**src/rtl/aoc_day1_cmd_parser.sv**
```systemverilog
`default_nettype none
// ============================================================================
// Module   : aoc_day1_cmd_parser
// Brief    : ASCII line parser ("L68\n") -> rotation commands on valid/ready.
//            Define AOC_CMD_MULTISEP_EN to also accept ',' and ' ' as terminators.
// Revision : 1.0 - initial release
// ============================================================================
module aoc_day1_cmd_parser #(
    parameter int DATA_W   = 32,
    parameter int ERRCNT_W = 16
) (
    input  logic                clk,
    input  logic                rst,
    input  logic [7:0]          byte_in,
    input  logic                byte_valid,
    output logic                byte_ready,
    input  logic                cmd_ready,
    output logic                cmd_valid,
    output logic                dir_r,
    output logic [DATA_W-1:0]   data_out,
    output logic [31:0]         cmd_count,
    output logic                err,
    output logic [ERRCNT_W-1:0] err_count
);

    typedef enum logic [1:0] {
        S_IDLE = 2'd0,
        S_DIR  = 2'd1,
        S_NUM  = 2'd2,
        S_SKIP = 2'd3
    } state_t;

    localparam logic [7:0] C_LF    = 8'h0A;
    localparam logic [7:0] C_CR    = 8'h0D;
    localparam logic [7:0] C_L     = 8'h4C;
    localparam logic [7:0] C_R     = 8'h52;
    localparam int         C_ACC_W = DATA_W + 4;

    state_t                r_state;
    logic                  r_dir_lat;
    logic [DATA_W-1:0]     r_acc;
    logic                  r_cmd_valid;
    logic                  r_dir;
    logic [DATA_W-1:0]     r_data;
    logic [31:0]           r_cmd_count;
    logic                  r_err;
    logic [ERRCNT_W-1:0]   r_err_count;

    logic                  w_byte_fire;
    logic                  w_cmd_fire;
    logic                  w_is_digit;
    logic                  w_is_dir;
    logic                  w_is_cr;
    logic                  w_is_term;
    logic [3:0]            w_digit;
    logic [C_ACC_W-1:0]    w_acc_ext;
    logic [C_ACC_W-1:0]    w_acc_next;
    logic                  w_acc_ovf;
    logic                  w_line_err;

    assign byte_ready  = !r_cmd_valid || cmd_ready;
    assign w_byte_fire = byte_valid && byte_ready;
    assign w_cmd_fire  = r_cmd_valid && cmd_ready;

    assign w_is_digit  = (byte_in >= 8'h30) && (byte_in <= 8'h39);
    assign w_is_dir    = (byte_in == C_L) || (byte_in == C_R);
    assign w_is_cr     = (byte_in == C_CR);
    assign w_digit     = byte_in[3:0];

`ifdef AOC_CMD_MULTISEP_EN
    assign w_is_term   = (byte_in == C_LF) || (byte_in == 8'h2C) || (byte_in == 8'h20);
`else
    assign w_is_term   = (byte_in == C_LF);
`endif

    // acc*10 + digit, widened so an overflow shows up in the top nibble
    assign w_acc_ext   = {4'b0000, r_acc};
    assign w_acc_next  = (w_acc_ext << 3) + (w_acc_ext << 1) + C_ACC_W'(w_digit);
    assign w_acc_ovf   = |w_acc_next[C_ACC_W-1:DATA_W];

    // A line is faulted at most once: the faulting byte always leaves DIR/NUM
    // for SKIP or IDLE, and SKIP itself never flags.
    assign w_line_err  = w_byte_fire && (
                           ((r_state == S_IDLE) && !w_is_dir && !w_is_term && !w_is_cr) ||
                           ((r_state == S_DIR)  && !w_is_digit && !w_is_cr) ||
                           ((r_state == S_NUM)  && ((w_is_digit && w_acc_ovf) ||
                                                    (!w_is_digit && !w_is_cr && !w_is_term))));

    always_ff @(posedge clk or posedge rst) begin
        if (rst) begin
            r_state     <= S_IDLE;
            r_dir_lat   <= 1'b0;
            r_acc       <= '0;
            r_cmd_valid <= 1'b0;
            r_dir       <= 1'b0;
            r_data      <= '0;
            r_cmd_count <= '0;
            r_err       <= 1'b0;
            r_err_count <= '0;
        end else begin
            if (w_cmd_fire) begin
                r_cmd_valid <= 1'b0;
                r_dir       <= 1'b0;
                r_data      <= '0;
                r_cmd_count <= r_cmd_count + 32'd1;
            end

            if (w_line_err) begin
                r_err <= 1'b1;
                if (r_err_count != {ERRCNT_W{1'b1}}) begin
                    r_err_count <= r_err_count + ERRCNT_W'(1);
                end
            end

            if (w_byte_fire) begin
                case (r_state)
                    S_IDLE: begin
                        if (w_is_dir) begin
                            r_dir_lat <= (byte_in == C_R);
                            r_acc     <= '0;
                            r_state   <= S_DIR;
                        end else if (!w_is_term && !w_is_cr) begin
                            r_state   <= S_SKIP;
                        end
                    end
                    S_DIR: begin
                        if (w_is_digit) begin
                            r_acc   <= DATA_W'(w_digit);
                            r_state <= S_NUM;
                        end else if (w_is_term) begin
                            r_state <= S_IDLE;
                        end else if (!w_is_cr) begin
                            r_state <= S_SKIP;
                        end
                    end
                    S_NUM: begin
                        if (w_is_digit) begin
                            if (w_acc_ovf) begin
                                r_state <= S_SKIP;
                            end else begin
                                r_acc   <= w_acc_next[DATA_W-1:0];
                            end
                        end else if (w_is_term) begin
                            // overrides the clear above when a command is taken this cycle
                            r_cmd_valid <= 1'b1;
                            r_dir       <= r_dir_lat;
                            r_data      <= r_acc;
                            r_state     <= S_IDLE;
                        end else if (!w_is_cr) begin
                            r_state <= S_SKIP;
                        end
                    end
                    S_SKIP: begin
                        if (w_is_term) begin
                            r_state <= S_IDLE;
                        end
                    end
                    default: r_state <= S_IDLE;
                endcase
            end
        end
    end

    assign cmd_valid = r_cmd_valid;
    assign dir_r     = r_dir;
    assign data_out  = r_data;
    assign cmd_count = r_cmd_count;
    assign err       = r_err;
    assign err_count = r_err_count;

endmodule
`default_nettype wire

```
**config.mk**
```make
export PLATFORM = sky130hd
export DESIGN_NAME = aoc_day1_cmd_parser
export DESIGN_NICKNAME = d
export VERILOG_FILES = /design/src/rtl/aoc_day1_cmd_parser.sv
export SDC_FILE = /design/constraint.sdc
export NUM_CORES = 1
export LEC_CHECK = 0
export ABC_AREA = 1
export ABC_CLOCK_PERIOD_IN_PS = 4200
export BUFFER_PORTS_ARGS = -buffer_cell sky130_fd_sc_hd__buf_2
export CORE_UTILIZATION = 31
export CTS_CLUSTER_SIZE = 24
export DETAILED_ROUTE_END_ITERATION = 8
export GPL_ROUTABILITY_DRIVEN = 0
export HOLD_SLACK_MARGIN = 0.02
export PLACE_DENSITY = 0.49
export SETUP_SLACK_MARGIN = 0.02
export SLEW_MARGIN = 20
export SYNTH_ARGS = -nofsm -noshare
export SYNTH_HDL_FRONTEND = slang
export SYNTH_SLANG_ARGS = --single-unit
export TNS_END_PERCENT = 20
```
**constraint.sdc**
```tcl
create_clock -name clk -period 4.2 [get_ports clk]
set_input_delay 0.84 -clock clk [delete_from_list [all_inputs] [get_ports clk]]
set_output_delay 0.84 -clock clk [all_outputs]
set_load 0.03 [all_outputs]
```
=== Word-level counts from Yosys, hierarchy flattened ===
Index checks and enable logic that the tools add are counted.

* Register bits after elaboration: 118
* Bits of input ports: 12
* Output and inout port bits: 84
* Logic and storage cells: 90

* Add/subtract/negate cells: 4
* $lt $le $gt $ge: 2
* Eq/ne operators: 15
* Muxes and demuxes: 29
* Reduce and logical (&&, ||, !) cells: 31

{| class="wikitable"
|+ Operator list
! kind !! count
|-
| 32-bit two-way mux || 9
|-
| 32-bit case mux with 3 select lines || 1
|-
| 35-bit by 33-bit adder with 36-bit output || 1
|-
| 36-bit by 4-bit adder with 36-bit output || 1
|-
| 32-bit by 1-bit adder with 32-bit output, second input constant || 1
|-
| 16-bit by 1-bit adder with 16-bit output, second input constant || 1
|-
| 8-bit by 4-bit equality test with 1-bit output, second input constant || 2
|-
| 8-bit by 7-bit equality test with 1-bit output, second input constant || 2
|-
| 2-bit two-way mux || 8
|-
| 16-bit inequality test, second input constant || 1
|-
| 1-bit logical AND || 14
|-
| 1-bit two-way mux || 10
|-
| 2-bit inequality test, second input constant || 5
|-
| 8-bit by 6-bit greater-or-equal comparator with 1-bit output, second input constant || 1
|-
| 8-bit by 6-bit <= comparator with 1-bit output, second input constant || 1
|-
| 2-bit case mux with 4 select lines || 1
|-
| 6-bit AND reduction || 1
|-
| 1-bit logical NOT || 5
|-
| 1-bit logical OR || 5
|-
| 2-bit equality test, second input constant || 2
|-
| 4-bit AND reduction || 1
|-
| 4-bit OR reduction || 1
|-
| 3-bit by 2-bit inequality test with 1-bit output, second input constant || 1
|-
| 3-bit inequality test, second input constant || 1
|-
| 5 further kinds || 5
|}

=== Depth between registers and ports, before layout ===
* Depth in word-level cells: 10
* Mapped depth: 22
* Gate-level depth less buffers: 21

=== Worst setup path before layout ===
OpenSTA, ideal clock, no wires.

* Kind: input -> register
* Start: in byte_in[3]
* End: reg r_acc[31]
* Arrival: 3.202 ns
* Data required time: 4.073 ns
* Setup slack: 0.871 ns
* Cell stages on the path: 21
* Path through: inv_1 fa_1 inv_1 fa_1 nand2_1 nand2_1 nand3_1 nand2_2 nand2_1 nand2_2 nand2_1 nand2_1 nand2_1 nand2_1 nor2_2 nand2_2 nand2_2 nand2_4 buf_2 nand2_1 o21ai_0

* Longest elaborated chain between the ends: 4

{| class="wikitable"
|+ Ends and longest elaborated chain
! item !! RTL line !! text
|-
| start: declaration || 14 || <nowiki>input logic [7:0] byte_in,</nowiki>
|-
| 36-bit by 4-bit adder with 36-bit output, or another cell as far along || 78 || <nowiki>assign w_acc_next = (w_acc_ext << 3) + (w_acc_ext << 1) + C_ACC_W'(w_digit);</nowiki>
|-
| 4-bit OR reduction, or another cell as far along || 79 || <nowiki>assign w_acc_ovf = |w_acc_next[C_ACC_W-1:DATA_W];</nowiki>
|-
| 2-bit inequality test (no line) or 32-bit two-way mux (tied branches) || -- ||
|-
| 6-bit AND reduction (no line) or 32-bit case mux with 3 select lines (tied branches) || -- ||
|-
| end signal: assignment || 128 || <nowiki>r_acc <= DATA_W'(w_digit);</nowiki>
|-
| end signal: assignment || 141 || <nowiki>r_acc <= w_acc_next[DATA_W-1:0];</nowiki>
|-
| end: declaration || 41 || <nowiki>logic [DATA_W-1:0] r_acc;</nowiki>
|}

Parallel ways exist; a longest one is shown, timed or not. The select of a mux whose other input is x is not followed.
A chain may end at the register's enable or synchronous reset.

=== Worst setup path in the final report ===
* Start: in byte_in[3]
* End: reg r_err_count[6], in the netlist err_count[6]

* Longest elaborated chain between the ends: 10

{| class="wikitable"
|+ Ends and longest elaborated chain
! item !! RTL line !! text
|-
| parallel branches: the longest is 7 deep, another holds 36-bit by 4-bit adder with 36-bit output || -- ||
|-
| 1-bit logical OR (*) || 85 || <nowiki>((r_state == S_DIR) && !w_is_digit && !w_is_cr) ||</nowiki>
|-
| 1-bit logical AND (*) || 83 || <nowiki>assign w_line_err = w_byte_fire && (</nowiki>
|-
| 2-bit AND reduction (no line) (*) || -- ||
|-
| end signal: assignment || 111 || <nowiki>r_err_count <= r_err_count + ERRCNT_W'(1);</nowiki>
|-
| end: declaration || 47 || <nowiki>logic [ERRCNT_W-1:0] r_err_count;</nowiki>
|}

Mark *: on every way between the ends.

==> impl_metrics.json <==
{
  "dieArea_mm2": 0.02754,
  "grtUsageTotal_pct": 16.81,
  "tritoncts": "done",
  "worst_slack_ps": 826.6,
  "fin_crit_ps": 3373,
  "ys_async_sr_fraction_pct": 100.0,
  "initial_core_util_pct": 31.80,
  "syn_avg_cell_area_um2": 7.646,
  "synth.area.top_cells": "dfrtp_1 (35%), nand2_1 (12%), ha_1 (10%), inv_1 (6.1%), xor2_1 (3.7%)",
  "peakVddDrop_mv": 0.2882,
  "synth_edf_count": 0,
  "critical_path_class": "input pin to flop",
  "cp-startpoint": "byte_in[3]",
  "reg2regPathDepth": 20,
  "cts_buffers": 17,
  "via_per_inst": 4.725,
  "tightestPinTransition_ps": 819.1,
  "drt_pre_antenna_iters": 7,
  "r2r_start": "r_acc[0]",
  "slew_headroom_pct": 45.23,
  "area_growth_pct": 17.04,
  "antenna_found_initial": 0,
  "cp-end-kind": "flop",
  "ys_warn_count": 0,
  "fin_cells": 1533,
  "cts_buffer_depth": 2,
  "grt_pass1_vias": 7249,
  "ys_ff_latch": 118,
  "netlist_top_cells_count": "nand2_1 (276), inv_1 (136), dfrtp_1 (118), nor2_1 (71), ha_1 (69)",
  "htreeDepth": 4,
  "clk_pin_slew_ps": 60,
  "rows": 59,
  "pwr_density_cell_mw_per_mm2": 483.0,
  "hold_viol_final": 0,
  "routedWlPerCell_um": 14.42,
  "finalPower_uw": 4712,
  "violations": "design-rule violations",
  "crit_path_end": "err_count[6]",
  "insertedDiodeCount": 0,
  "synth_most_common_cell": "nand2_1",
  "syn_nets": 1173,
  "ys.flop_type": "dfrtp_1",
  "dp_slack_ps": 378.4,
  "dp_cells": 1501,
  "slew_viol_final": 0,
  "setup_violations": 0,
  "final_nets": 1268,
  "netlist_area_mm2": 0.008334,
  "synth_area_leader_cell": "dfrtp_1",
  "drt_iter0_drc": 424,
  "insertion_delay_ps": 420,
  "worst_ep_required_time_ps": 4500,
  "grt_pass1_wl_um": 37460,
  "overflow": 0,
  "clock_sinks": 118,
  "post-cts-setup-buffers": 0,
  "grt_setup_unrepaired": "false",
  "start_kind": "input pin",
  "synth_top_area_share_pct": 35.43,
  "synth_seq_area_share_pct": 35.43,
  "grt_max_degree": 61,
  "fmax_ghz": 0.2964,
  "min_path_type": "flop to flop",
  "fin_tns_setup_ps": 0,
  "period_share_pct": 80.32,
  "vias": 7244,
  "status": "finished, violations left",
  "hold_buffers": 0,
  "finalWirelength_um": 22100,
  "io_buffer_count": 95,
  "hpwl_um": 16870,
  "antenna_left": 0,
  "p_leak_uw": 0.005110,
  "post_cts_resized": 0,
  "layout-drive-gt1-share_pct": 17.28,
  "synth_cells": 1090,
  "arrival_ps": 3680,
  "finClkSkew_ps": 10.06,
  "max_cap_viol_count": 0,
  "core_area_mm2": 0.02621,
  "cts_root_buffer": "clkbuf_16",
  "io_pins": 96,
  "r2r_slack_ps": 1030,
  "die_h_um": 166.0,
  "reg2reg_to": "err_count[6]",
  "die_x_um": 166.0,
  "synth_cell_types": 51,
  "drc": 12,
  "cp_max_fo": 18
}
==> power breakdown <==
group / internal, uW / switching [uW] / total [uW] / leakage (uW)
registers: 1270 / 171 / 1450 / 0.00160
clock network: 888 / 594 / 1480 / 0.000287
logic: 598 / 1190 / 1780 / 0.00322
total: 2760 / 1950 / 4710 / 0.00511
==> flip-flops by register name (all words and copies together), names as in the netlist <==
signal	cells
cmd_count	32
cmd_valid	1
data_out	32
dir_r	1
err	1
err_count	16
r_acc	32
r_dir_lat	1
r_state	2
==> worst min path at each step <==
stage	start	end	slack (ps)	cells after the start
after floorplan	r_acc[0]	r_acc[0]	480	2
after global placement	err	err	460	1
after detailed placement	err	err	450	1
after CTS	err	err	460	1
after global routing	err	err	490	1
final	err	err	460	1
==> worst max-delay path, cell delays in order <==
cell and delay [ps]:
buf_2 110, inv_1 90, fa_1 540, inv_1 70, fa_1 460, nand2_1 90
nand2_1 80, nand3b_1 100, nand2_2 90, nand2_2 70, nand2_2 80, nand2_1 90
nand3_1 70, nand2_1 80, nor2_2 50, nand2_2 70, nand2_2 60, nand2_4 200
nand3_4 230, nand2_1 140, nand2_1 60
==> metal layers <==
layer  up-vias  GRT usage [%]  part of all wire [%]
met5         -              0                     0
met2       112          26.56                    44
met4         0          4.876                   1.6
met1      3355          23.69                    52
met3        25          2.502                   2.7
li1       3752              -                     -
==> cell usage in the layout, fill, tap and decap left out, types with 3 or more instances in the layout <==
cell type  instances
o21ai_1           13
nand2_2           24
nor4_1             7
a21oi_1           34
buf_4              6
buf_2             95
clkinv_4           5
xnor2_1           30
nand4_1           36
o21ai_2           11
nand3_1           57
nor2_2             6
inv_2              4
xor2_1            35
clkbuf_16         17
inv_6              5
inv_1            135
nor3_2             5
nand3b_1           5
or2_2              3
a31o_2             5
nor3_1            34
ha_1              69
o21ai_0           51
nand2_1          276
nor2_1            71
dfrtp_1          118
==> area by class of cell <==
class,count,area [um^2]
clock inverters,15,170.2
flip-flops and latches,118,2953
clock buffers,17,425.4
multi-input cells,804,4706
inverters,142,540.5
fillers,2766,16450
repair buffers,102,540.5
well taps,335,419.2
==> per-stage QoR <==
stage | util (%) | area (um^2) | hold slack (ps)
global route | 37.22 | 9754 | 489.5
CTS | 37.22 | 9754 | 459.6
finish | 37.22 | 9754 | 456.0
floorplan | - | 8334 | 484.1
detailed placement | 34.95 | 9159 | 445.6
global placement | 34.95 | 9159 | 461.5
==> cells by family (layout without fill, tap and decap cells) <==
kind of cell / Yosys count / in the layout / share of synthesized area, %
DFF: 118 / 118 / 35.43
and+or+nand+nor: 540 / 540 / 29.82
AOI/OAI and AO/OA: 128 / 128 / 8.917
adders and majority gates: 71 / 71 / 10.84
xor gates and xnor gates: 65 / 65 / 6.831
buffers and inverters: 168 / 276 / 8.167
Power figures use the tool's default switching activity.
